File: config.mk
export PLATFORM = sky130hd
export DESIGN_NAME = trigger_window_scheduler_flat
export DESIGN_NICKNAME = d
export VERILOG_FILES = /design/src/rtl/trigger_window_scheduler_if.sv /design/src/rtl/trigger_window_scheduler.sv /design/src/flat_wrapper.sv
export SDC_FILE = /design/constraint.sdc
export NUM_CORES = 1
export LEC_CHECK = 0
export ABC_AREA = 0
export ABC_CLOCK_PERIOD_IN_PS = 3200
export BUFFER_PORTS_ARGS = -buffer_cell sky130_fd_sc_hd__clkbuf_2
export CAP_MARGIN = 30
export CORE_MARGIN = 8
export CORE_UTILIZATION = 58
export CTS_CLUSTER_SIZE = 30
export DETAILED_ROUTE_END_ITERATION = 8
export MAX_ROUTING_LAYER = met4
export PLACE_DENSITY = 0.95
export SYNTH_ARGS = -nofsm -noshare
export SYNTH_HDL_FRONTEND = slang
export SYNTH_SLANG_ARGS = --single-unit
File: constraint.sdc
create_clock -name CLK -period 3.2 [get_ports CLK]
set_clock_uncertainty 0.15 [all_clocks]
set_input_delay 0.48 -clock CLK [delete_from_list [all_inputs] [get_ports CLK]]
set_output_delay 0.48 -clock CLK [all_outputs]
set_load 0.01 [all_outputs]
File: src/rtl/trigger_window_scheduler_if.sv
// Bus between the trigger discriminators, the shared window scheduler and the readout window logic.
// The master drives trigger levels and window settings; the slave returns the window and its bookkeeping.
interface trigger_window_scheduler_if #(
  parameter int unsigned CH_NUM               = 4,
  parameter int unsigned MAX_EXTEND_LEN_WIDTH = 5,
  parameter int unsigned HOLDOFF_LEN_WIDTH    = 3,
  parameter int unsigned ID_WIDTH             = $clog2(CH_NUM)
);
  logic [MAX_EXTEND_LEN_WIDTH-1:0] EXTEND_LEN;
  logic [HOLDOFF_LEN_WIDTH-1:0]    HOLDOFF_LEN;
  logic [CH_NUM-1:0]               SIG_IN;
  logic                            SIG_OUT;
  logic                            GRANT_VALID;
  logic [ID_WIDTH-1:0]             GRANT_ID;
  logic [CH_NUM-1:0]               PENDING;
  logic [CH_NUM-1:0]               DROP;

  modport master (
    output EXTEND_LEN, HOLDOFF_LEN, SIG_IN,
    input  SIG_OUT, GRANT_VALID, GRANT_ID, PENDING, DROP
  );

  modport slave (
    input  EXTEND_LEN, HOLDOFF_LEN, SIG_IN,
    output SIG_OUT, GRANT_VALID, GRANT_ID, PENDING, DROP
  );
endinterface

File: src/rtl/trigger_window_scheduler.sv
// Round-robin scheduler sharing one window expander between CH_NUM trigger channels.
// Rising edges are latched as pending requests and granted one window at a time.
module trigger_window_scheduler #(
  parameter int unsigned CH_NUM               = 4,
  parameter int unsigned MAX_EXTEND_LEN_WIDTH = 5,
  parameter int unsigned HOLDOFF_LEN_WIDTH    = 3,
  parameter int unsigned ID_WIDTH             = $clog2(CH_NUM)
) (
  input  logic                        CLK,
  input  logic                        RESET,
  trigger_window_scheduler_if.slave   if_bus
);

  typedef enum logic [1:0] {
    ST_IDLE    = 2'd0,
    ST_ACTIVE  = 2'd1,
    ST_HOLDOFF = 2'd2
  } state_t;

  localparam logic [ID_WIDTH-1:0] LP_LAST_GRANT_RST = ID_WIDTH'(CH_NUM - 1);

  state_t                          r_state;
  logic [MAX_EXTEND_LEN_WIDTH-1:0] r_cnt;
  logic [HOLDOFF_LEN_WIDTH-1:0]    r_hcnt;
  logic [CH_NUM-1:0]               r_sig_d;
  logic [CH_NUM-1:0]               r_pending;
  logic [CH_NUM-1:0]               r_drop;
  logic [ID_WIDTH-1:0]             r_last_grant;
  logic [ID_WIDTH-1:0]             r_grant_id;
  logic                            r_sig_out;

  logic [CH_NUM-1:0]               w_rise;
  logic [CH_NUM-1:0]               w_grant_mask;
  logic [ID_WIDTH-1:0]             w_winner;
  logic [ID_WIDTH-1:0]             w_idx;
  logic                            w_grant;
  logic [MAX_EXTEND_LEN_WIDTH-1:0] w_ext_len;

  assign w_rise    = if_bus.SIG_IN & ~r_sig_d;
  assign w_grant   = (r_state == ST_IDLE) && (|r_pending);
  assign w_ext_len = (if_bus.EXTEND_LEN == '0) ? MAX_EXTEND_LEN_WIDTH'(1) : if_bus.EXTEND_LEN;

  // Scan from the farthest offset down so the nearest pending channel after last_grant wins.
  always_comb begin : arbiter
    w_winner = '0;
    w_idx    = '0;
    for (int off = int'(CH_NUM); off >= 1; off--) begin
      w_idx = ID_WIDTH'((int'(r_last_grant) + off) % int'(CH_NUM));
      if (r_pending[w_idx]) begin
        w_winner = w_idx;
      end
    end
  end

  assign w_grant_mask = w_grant ? (CH_NUM'(1) << w_winner) : '0;

  // A grant and a fresh rise on the same channel in one cycle re-queues it without a drop.
  always_ff @(posedge CLK or posedge RESET) begin : pending_ff
    if (RESET) begin
      r_sig_d   <= '0;
      r_pending <= '0;
      r_drop    <= '0;
    end else begin
      r_sig_d   <= if_bus.SIG_IN;
      r_pending <= (r_pending & ~w_grant_mask) | w_rise;
      r_drop    <= w_rise & r_pending & ~w_grant_mask;
    end
  end

  // Window FSM; settings are captured on entry to each phase so later changes do not disturb it.
  always_ff @(posedge CLK or posedge RESET) begin : window_fsm
    if (RESET) begin
      r_state      <= ST_IDLE;
      r_cnt        <= '0;
      r_hcnt       <= '0;
      r_last_grant <= LP_LAST_GRANT_RST;
      r_grant_id   <= '0;
      r_sig_out    <= 1'b0;
    end else begin
      case (r_state)
        ST_IDLE: begin
          if (w_grant) begin
            r_state      <= ST_ACTIVE;
            r_cnt        <= w_ext_len;
            r_grant_id   <= w_winner;
            r_last_grant <= w_winner;
            r_sig_out    <= 1'b1;
          end
        end
        ST_ACTIVE: begin
          if (r_cnt == MAX_EXTEND_LEN_WIDTH'(1)) begin
            r_sig_out <= 1'b0;
            if (if_bus.HOLDOFF_LEN != '0) begin
              r_state <= ST_HOLDOFF;
              r_hcnt  <= if_bus.HOLDOFF_LEN;
            end else begin
              r_state <= ST_IDLE;
            end
          end else begin
            r_cnt <= r_cnt - MAX_EXTEND_LEN_WIDTH'(1);
          end
        end
        ST_HOLDOFF: begin
          if (r_hcnt == HOLDOFF_LEN_WIDTH'(1)) begin
            r_state <= ST_IDLE;
          end else begin
            r_hcnt <= r_hcnt - HOLDOFF_LEN_WIDTH'(1);
          end
        end
        default: begin
          r_state   <= ST_IDLE;
          r_sig_out <= 1'b0;
        end
      endcase
    end
  end

  assign if_bus.SIG_OUT     = r_sig_out;
  assign if_bus.GRANT_VALID = r_sig_out;
  assign if_bus.GRANT_ID    = r_grant_id;
  assign if_bus.PENDING     = r_pending;
  assign if_bus.DROP        = r_drop;

endmodule

File: src/flat_wrapper.sv
// flat-port wrapper written by rule: the top's interface ports become plain ports
module trigger_window_scheduler_flat 
#(
  parameter int unsigned CH_NUM               = 4,
  parameter int unsigned MAX_EXTEND_LEN_WIDTH = 5,
  parameter int unsigned HOLDOFF_LEN_WIDTH    = 3,
  parameter int unsigned ID_WIDTH             = $clog2(CH_NUM)
)
  (CLK, RESET, if_bus_EXTEND_LEN, if_bus_HOLDOFF_LEN, if_bus_SIG_IN, if_bus_SIG_OUT, if_bus_GRANT_VALID, if_bus_GRANT_ID, if_bus_PENDING, if_bus_DROP);
  trigger_window_scheduler_if #(.CH_NUM(CH_NUM), .MAX_EXTEND_LEN_WIDTH(MAX_EXTEND_LEN_WIDTH), .HOLDOFF_LEN_WIDTH(HOLDOFF_LEN_WIDTH), .ID_WIDTH(ID_WIDTH)) if_bus_i ();
  input  logic CLK;
  input  logic RESET;
  input wire logic [$bits(if_bus_i.EXTEND_LEN)-1:0] if_bus_EXTEND_LEN;
  input wire logic [$bits(if_bus_i.HOLDOFF_LEN)-1:0] if_bus_HOLDOFF_LEN;
  input wire logic [$bits(if_bus_i.SIG_IN)-1:0] if_bus_SIG_IN;
  output wire logic [$bits(if_bus_i.SIG_OUT)-1:0] if_bus_SIG_OUT;
  output wire logic [$bits(if_bus_i.GRANT_VALID)-1:0] if_bus_GRANT_VALID;
  output wire logic [$bits(if_bus_i.GRANT_ID)-1:0] if_bus_GRANT_ID;
  output wire logic [$bits(if_bus_i.PENDING)-1:0] if_bus_PENDING;
  output wire logic [$bits(if_bus_i.DROP)-1:0] if_bus_DROP;
  assign if_bus_i.EXTEND_LEN = if_bus_EXTEND_LEN;
  assign if_bus_i.HOLDOFF_LEN = if_bus_HOLDOFF_LEN;
  assign if_bus_i.SIG_IN = if_bus_SIG_IN;
  assign if_bus_SIG_OUT = if_bus_i.SIG_OUT;
  assign if_bus_GRANT_VALID = if_bus_i.GRANT_VALID;
  assign if_bus_GRANT_ID = if_bus_i.GRANT_ID;
  assign if_bus_PENDING = if_bus_i.PENDING;
  assign if_bus_DROP = if_bus_i.DROP;
  trigger_window_scheduler #(.CH_NUM(CH_NUM), .MAX_EXTEND_LEN_WIDTH(MAX_EXTEND_LEN_WIDTH), .HOLDOFF_LEN_WIDTH(HOLDOFF_LEN_WIDTH), .ID_WIDTH(ID_WIDTH)) u_core (.CLK(CLK), .RESET(RESET), .if_bus(if_bus_i));
endmodule
# After elaboration in Yosys (flattened, before gate mapping)
# Cells that the tools add are included.
# Widths: inputs -> output; s select.
classes:
  mux: 29
  n_div: 0
  n_lt_le_gt_ge: 4
  n_bitwise: 8
  n_reduce_logical: 12
  shift: 1
  n_mul: 0
  eq_ne: 10
  addsub: 6
op_table:
  columns: ["operator", "n"]
  rows:
  - ["$and 4x4->4", 4]
  - ["$mux 2", 8]
  - ["$mux 5", 3]
  - ["$lt 2x3->1 const B", 4]
  - ["$pmux 5 s2", 1]
  - ["$mux 3", 3]
  - ["$reduce_and 3->1", 3]
  - ["$bmux 1 s2", 4]
  - ["$ne 2x1->1 const B", 4]
  - ["$not 4->4", 2]
  - ["$mux 1", 6]
  - ["$pmux 2 s3", 1]
  - ["$pmux 3 s2", 1]
  - ["$eq 5x1->1 const B", 1]
  - ["$logic_not 5->1", 1]
  - ["$sub 5x1->5 const B", 1]
  - ["$add 2x1->2 const B", 2]
  - ["$add 2x2->2 const B", 2]
  - ["$mux 4", 1]
  - ["$ne 2x2->1 const B", 2]
  - ["$or 4x4->4", 1]
  - ["$reduce_and 4->1", 1]
  - ["$reduce_bool 2->1", 2]
  - ["$reduce_or 4->1", 1]
  - ["11 further kinds", 11]
totals:
  romBits: 0
  wordCells: 79
  register_bits: 27
  n_memories: 0
  latchBits: 0
  ramBits: 0
  output_inout_bits: 12

# Longest topological paths before layout
depth:
  depth_word: 12
  mapped_depth: 6
  ltp_nobuf: 6

# Worst setup path after synthesis
# OpenSTA, ideal clock, no wires.
synth_timing:
  path_kind: "flip-flop to flip-flop"
  startpoint: "register u_core.r_last_grant[1]"
  endpoint: "register u_core.r_drop[0], in the netlist u_core.if_bus.DROP[0]"
  setup_slack_ns: 1.506
  synth_period_minus_slack_ns: 1.694
  t_required_ns: 2.924
  arrival_time_ns: 1.418
  stages_incl_launch_ff: 6
  setup_time_ns: 0.126
  cell_sequence: "dfstp_2 -> clkbuf_2 -> mux2i_1 -> o22a_1 -> o21ai_1 -> o311a_1"
synth_via:
  elab_chain_cells: 11
synth_rtl:
  columns: ["item", "line", "source"]
  rows:
  - ["from (decl)", "trigger_window_scheduler.sv:28", "logic [ID_WIDTH-1:0] r_last_grant;"]
  - ["from (signal assigned)", "trigger_window_scheduler.sv:86", "r_last_grant <= w_winner;"]
  - ["$add 2x1->2", "trigger_window_scheduler.sv:48", "w_idx = ID_WIDTH'((int'(r_last_grant) + off) % int'(CH_NUM));"]
  - ["$bmux 1 s2", "trigger_window_scheduler.sv:49", "if (r_pending[w_idx]) begin"]
  - ["$mux 1 (implied by the code)", "trigger_window_scheduler.sv:49", null]
  - ["$mux 2 (3 in series)", "trigger_window_scheduler.sv:49", null]
  - ["$mux 2 (*)", "trigger_window_scheduler.sv:49", null]
  - ["$shl 1x2->4 (*)", "trigger_window_scheduler.sv:55", "assign w_grant_mask = w_grant ? (CH_NUM'(1) << w_winner) : '0;"]
  - ["$mux 4 (*)", "trigger_window_scheduler.sv:55", null]
  - ["$not 4->4 (*)", "trigger_window_scheduler.sv:66", "r_drop <= w_rise & r_pending & ~w_grant_mask;"]
  - ["$and 4x4->4 (*)", "trigger_window_scheduler.sv:66", null]
  - ["to (signal assigned)", "trigger_window_scheduler.sv:66", null]
  - ["to (decl)", "trigger_window_scheduler.sv:27", "logic [CH_NUM-1:0] r_drop;"]
# Every way passes the cells marked *; elsewhere a longest branch is shown, timed or not. The select of a mux whose other input is x is not followed.
# A chain may end at the register's enable or synchronous reset.

# Worst setup path after layout
layout_timing:
  startpoint: "register u_core.r_cnt[1]"
  endpoint: "register u_core.r_cnt[4]"
layout_via:
  elab_chain_cells: 3
layout_rtl:
  columns: ["item", "line", "source"]
  rows:
  - ["from (decl)", "trigger_window_scheduler.sv:23", "logic [MAX_EXTEND_LEN_WIDTH-1:0] r_cnt;"]
  - ["from (signal assigned)", "trigger_window_scheduler.sv:84", "r_cnt <= w_ext_len;"]
  - ["from (signal assigned)", "trigger_window_scheduler.sv:100", "r_cnt <= r_cnt - MAX_EXTEND_LEN_WIDTH'(1);"]
  - ["$sub 5x1->5 or $eq 5x1->1 (tied branches)", "trigger_window_scheduler.sv:100, trigger_window_scheduler.sv:91", null]
  - ["$mux 5 or $ne 2x2->1 (tied branches)", null, null]
  - ["$pmux 5 s2 or $reduce_and 3->1 (tied branches)", null, null]
# Parallel ways exist; a longest one is shown, timed or not. The select of a mux whose other input is x is not followed.

==> impl_summary.md <==
Setup path
The worst register-to-register path has a depth of 6. The element type at the critical path end is a register. The reg-to-reg critical path endpoint is u_core.r_cnt[4]$_DFFE_PP0P_. The required time at the worst-slack endpoint is 3.28 ns. Of all nets on the critical path, the largest fanout is 6. By startpoint and endpoint, the worst setup path is classified as reg -> reg. The startpoint class of the critical path is a register.

The worst register-to-register path begins at u_core.r_cnt[1]$_DFFE_PP0P_. The register-to-register path setup slack is 1.42 ns. At the worst endpoint, the arrival time is 1.86 ns.

Logic synthesis
In the synthesized netlist the dominant register cell turns out to be sky130_fd_sc_hd__dfrtp_1. For this run, the register share of the synthesized area comes to 48.3%. The average instance area after synthesis is 10.2 sq um. The number of flops mapped to enable cells by yosys is 0. The synthesized netlist net count is 156. After synthesis, the share of flip-flops with an asynchronous set or reset is 100%. The cell count after synthesis came out at 138. In this run the cell area of the synthesized design comes to 0.00141 sq mm. Summed over all instances, the cell type with the most area after synthesis is sky130_fd_sc_hd__dfrtp_1. The share of Yosys cell area claimed by the top area cell type is 44.5%. Yosys printed 0 warnings. Counting distinct cell types in the post-synthesis netlist gives 42. Ranked by total cell area, the synthesized netlist is headed by sky130_fd_sc_hd__dfrtp_1 45%, sky130_fd_sc_hd__nor2_1 4.0%, sky130_fd_sc_hd__a21oi_1 3.9%, sky130_fd_sc_hd__dfstp_2 3.7%, sky130_fd_sc_hd__ha_1 3.6%. The synthesized design contains 27 register bits.

Detailed routing
Using the TritonRoute via totals, the vias-per-cell ratio works out to 5.80. The number of DRC markers in iteration 0 is 45. The count of nets left with antenna violations once routing finished came out at 0. After detailed routing, the total wire length is 2920 um. After detailed routing, the number of remaining DRC violations is 0. Across all layers, the routed design uses 1120 vias. The post-detailed-route wirelength per cell is 15.2 um. The number of optimization iterations in the first detailed-route pass is 4.

STA
The number of slew-limit violations in the final report was 0. Static timing analysis puts the maximum clock frequency at 0.561 GHz. The final setup TNS is 0 ns.

The slew at the pin closest to its max-slew limit is 0.449 ns. The final critical path takes up 55.7% of the cycle. The number of endpoints failing setup at the final stage is 0. The worst path needs 1.78 ns of the cycle, external delays included. In this run the tightest slew margin relative to its limit is 69.8%. The final hold violation count is 0. Setup repair after global routing left no endpoint under its margin.

Global routing
The number of global-route vias before repair was 1131. Global routing consumed, over all layers together, 15.2% of the routing resources. The first global-routing pass estimated 5040 um of wire. The initial antenna violation count is 0. The total overflow reported by the global router is 0. Entering global routing, the biggest net connects 25 pins.

Floorplan
The total area inside the core boundary comes to 0.00239 sq mm. The die is 65.2 um wide. The vertical extent of the die is 65.2 um. 26 I/O pins were placed. The initial utilization of the core area, before any placement, comes to 58.9%. The number of standard-cell rows in the floorplan is 18. The die area is 0.00425 sq mm.

Final layout
In the layout the commonest cells are 25 x sky130_fd_sc_hd__clkbuf_2, 25 x sky130_fd_sc_hd__dfrtp_1, 15 x sky130_fd_sc_hd__nor2_1, 11 x sky130_fd_sc_hd__a21oi_1, 9 x sky130_fd_sc_hd__nand2_1. The count of placed standard cells in the final layout, fillers left out is 193. The share of post-route cells with drive strength above 1 is 27.0%. In the final design database the tool counted 182 nets. For this run, the share of the core covered by cells in the final layout is 66.7%. Compared with the post-synthesis result, the final layout area differs by 13.3%. 0 antenna diodes ended up in the layout. The area of all placed cells without fillers is 0.00159 sq mm.

Clock network
Buffers inserted to repair hold after CTS numbered 1. Clock tree synthesis found a total of 27 sinks. CTS built an H-tree with a depth of 1. The clock-pin slew reported for the worst setup and hold paths after clock tree synthesis is 0.14 ns. TritonCTS built the clock tree. After clock tree synthesis, the repair step resized 0 gates.

The number of setup buffers added after CTS is 0. The number of buffers between clock root and the deepest sink is 2. The clock tree root driver cell is sky130_fd_sc_hd__clkbuf_4.

The total clock buffers created by CTS is 3. The insertion delay to the later sink of the worst-skew pair is 0.32 ns.

Place
The placement-stage cell area is 0.00155 sq mm. Summed over all nets, the half-perimeter wirelength after detailed placement is 2290 um. During placement, the flow inserted port buffers numbering 25. The routability-driven placement congestion ratio is 0.873. In this run, placement finished with an instance count of 188.

Hold path
The path category of the worst min-delay check is in -> reg. The sink of the worst hold path is u_core.r_sig_d[2]$_DFF_PP0_. The cell depth of the worst hold path is 1. The worst hold path begins at if_bus_SIG_IN[2].

Status
The run finished with clean final reports.

Power and ir drop
The cell area power density is 921 mW/mm^2. The worst-case IR drop observed on VDD is 0.000516 V. In this run the static leakage power is 0.000735 uW.

Job
The max capacitance violation total is 0.
## worst max-delay path by stage
stage,from,to,slack (ns),depth (start not counted)
floorplan,u_core.r_last_grant[1]$_DFFE_PP1P_,u_core.if_bus.DROP[0]$_DFF_PP0_,1.51,5
finish,u_core.r_cnt[1]$_DFFE_PP0P_,u_core.r_cnt[4]$_DFFE_PP0P_,1.42,6
CTS,u_core.r_cnt[1]$_DFFE_PP0P_,u_core.r_hcnt[1]$_DFFE_PP0P_,1.40,6
global placement,u_core.r_cnt[1]$_DFFE_PP0P_,u_core.r_cnt[4]$_DFFE_PP0P_,1.49,6
global route,u_core.r_cnt[1]$_DFFE_PP0P_,u_core.r_hcnt[1]$_DFFE_PP0P_,1.26,6
detailed placement,u_core.r_cnt[1]$_DFFE_PP0P_,u_core.r_cnt[4]$_DFFE_PP0P_,1.41,6
## cell families after synthesis
kind of cell	count (synthesis)	share of synthesized area, %
adders and majority gates	4	3.56
AOI/OAI and AO/OA	39	19.8
DFF	27	48.3
muxes	5	3.65
and+or+nand+nor	49	19.7
buffers and inverters	14	5.08
## cell usage after synthesis, drive strengths merged, types with 3 or more instances
library cell	count
dfrtp	25
nor2	16
a21oi	11
nand2	9
inv	8
o21ai	6
buf	5
nor2b	5
ha	4
mux2i	4
nand2b	4
nor3	4
a211oi	3
nor4	3
## stage by stage
stage	setup WS, ns	hold slack, ns	power (uW)
floorplan	1.51	0.330	1150
global route	1.26	0.0935	1580
global placement	1.49	0.330	1270
finish	1.42	0.113	1470
CTS	1.40	0.108	1470
detailed placement	1.41	0.238	1320
## where the power goes
group / internal, uW / total (uW) / leakage, uW / switching, uW
clock: 46.9 / 145 / 0.0000177 / 97.9
combinational: 310 / 689 / 0.000410 / 378
sequential: 477 / 632 / 0.000307 / 155
total: 835 / 1470 / 0.000735 / 631
## routing by layer
| layer | wire (um) | GRT usage, % |
|---|---|---|
| met1 | 1170 | 16.6 |
| met5 | 0 | - |
| met4 | 63 | 6.54 |
| met2 | 1530 | 26.2 |
| met3 | 163 | 3.06 |
## registers in the layout (all words and copies together), names as in the netlist
signal	count
u_core.r_sig_d	4
u_core.r_state	2
u_core.r_cnt	5
u_core.if_bus.PENDING	4
u_core.if_bus.DROP	4
u_core.r_last_grant	2
u_core.if_bus.GRANT_ID	2
u_core.r_hcnt	3
u_core.if_bus.GRANT_VALID	1
## worst max-delay path: stages (launching register included)
cell                       delay [ns]
sky130_fd_sc_hd__dfrtp_1         0.43
sky130_fd_sc_hd__inv_1           0.09
sky130_fd_sc_hd__ha_1            0.16
sky130_fd_sc_hd__nor4b_4         0.28
sky130_fd_sc_hd__o22ai_2         0.20
sky130_fd_sc_hd__a21boi_1        0.17
sky130_fd_sc_hd__o221a_1         0.22
## area by class of cell
type,count,area (sq um)
well taps,30,37.5
flip-flops and latches,27,678
clock buffers,3,22.5
fillers,196,796
multi-input cells,97,656
clock inverters,1,5.00
repair buffers,27,163
inverters,8,30.0
Note: power is estimated with default switching activity, not from simulation.
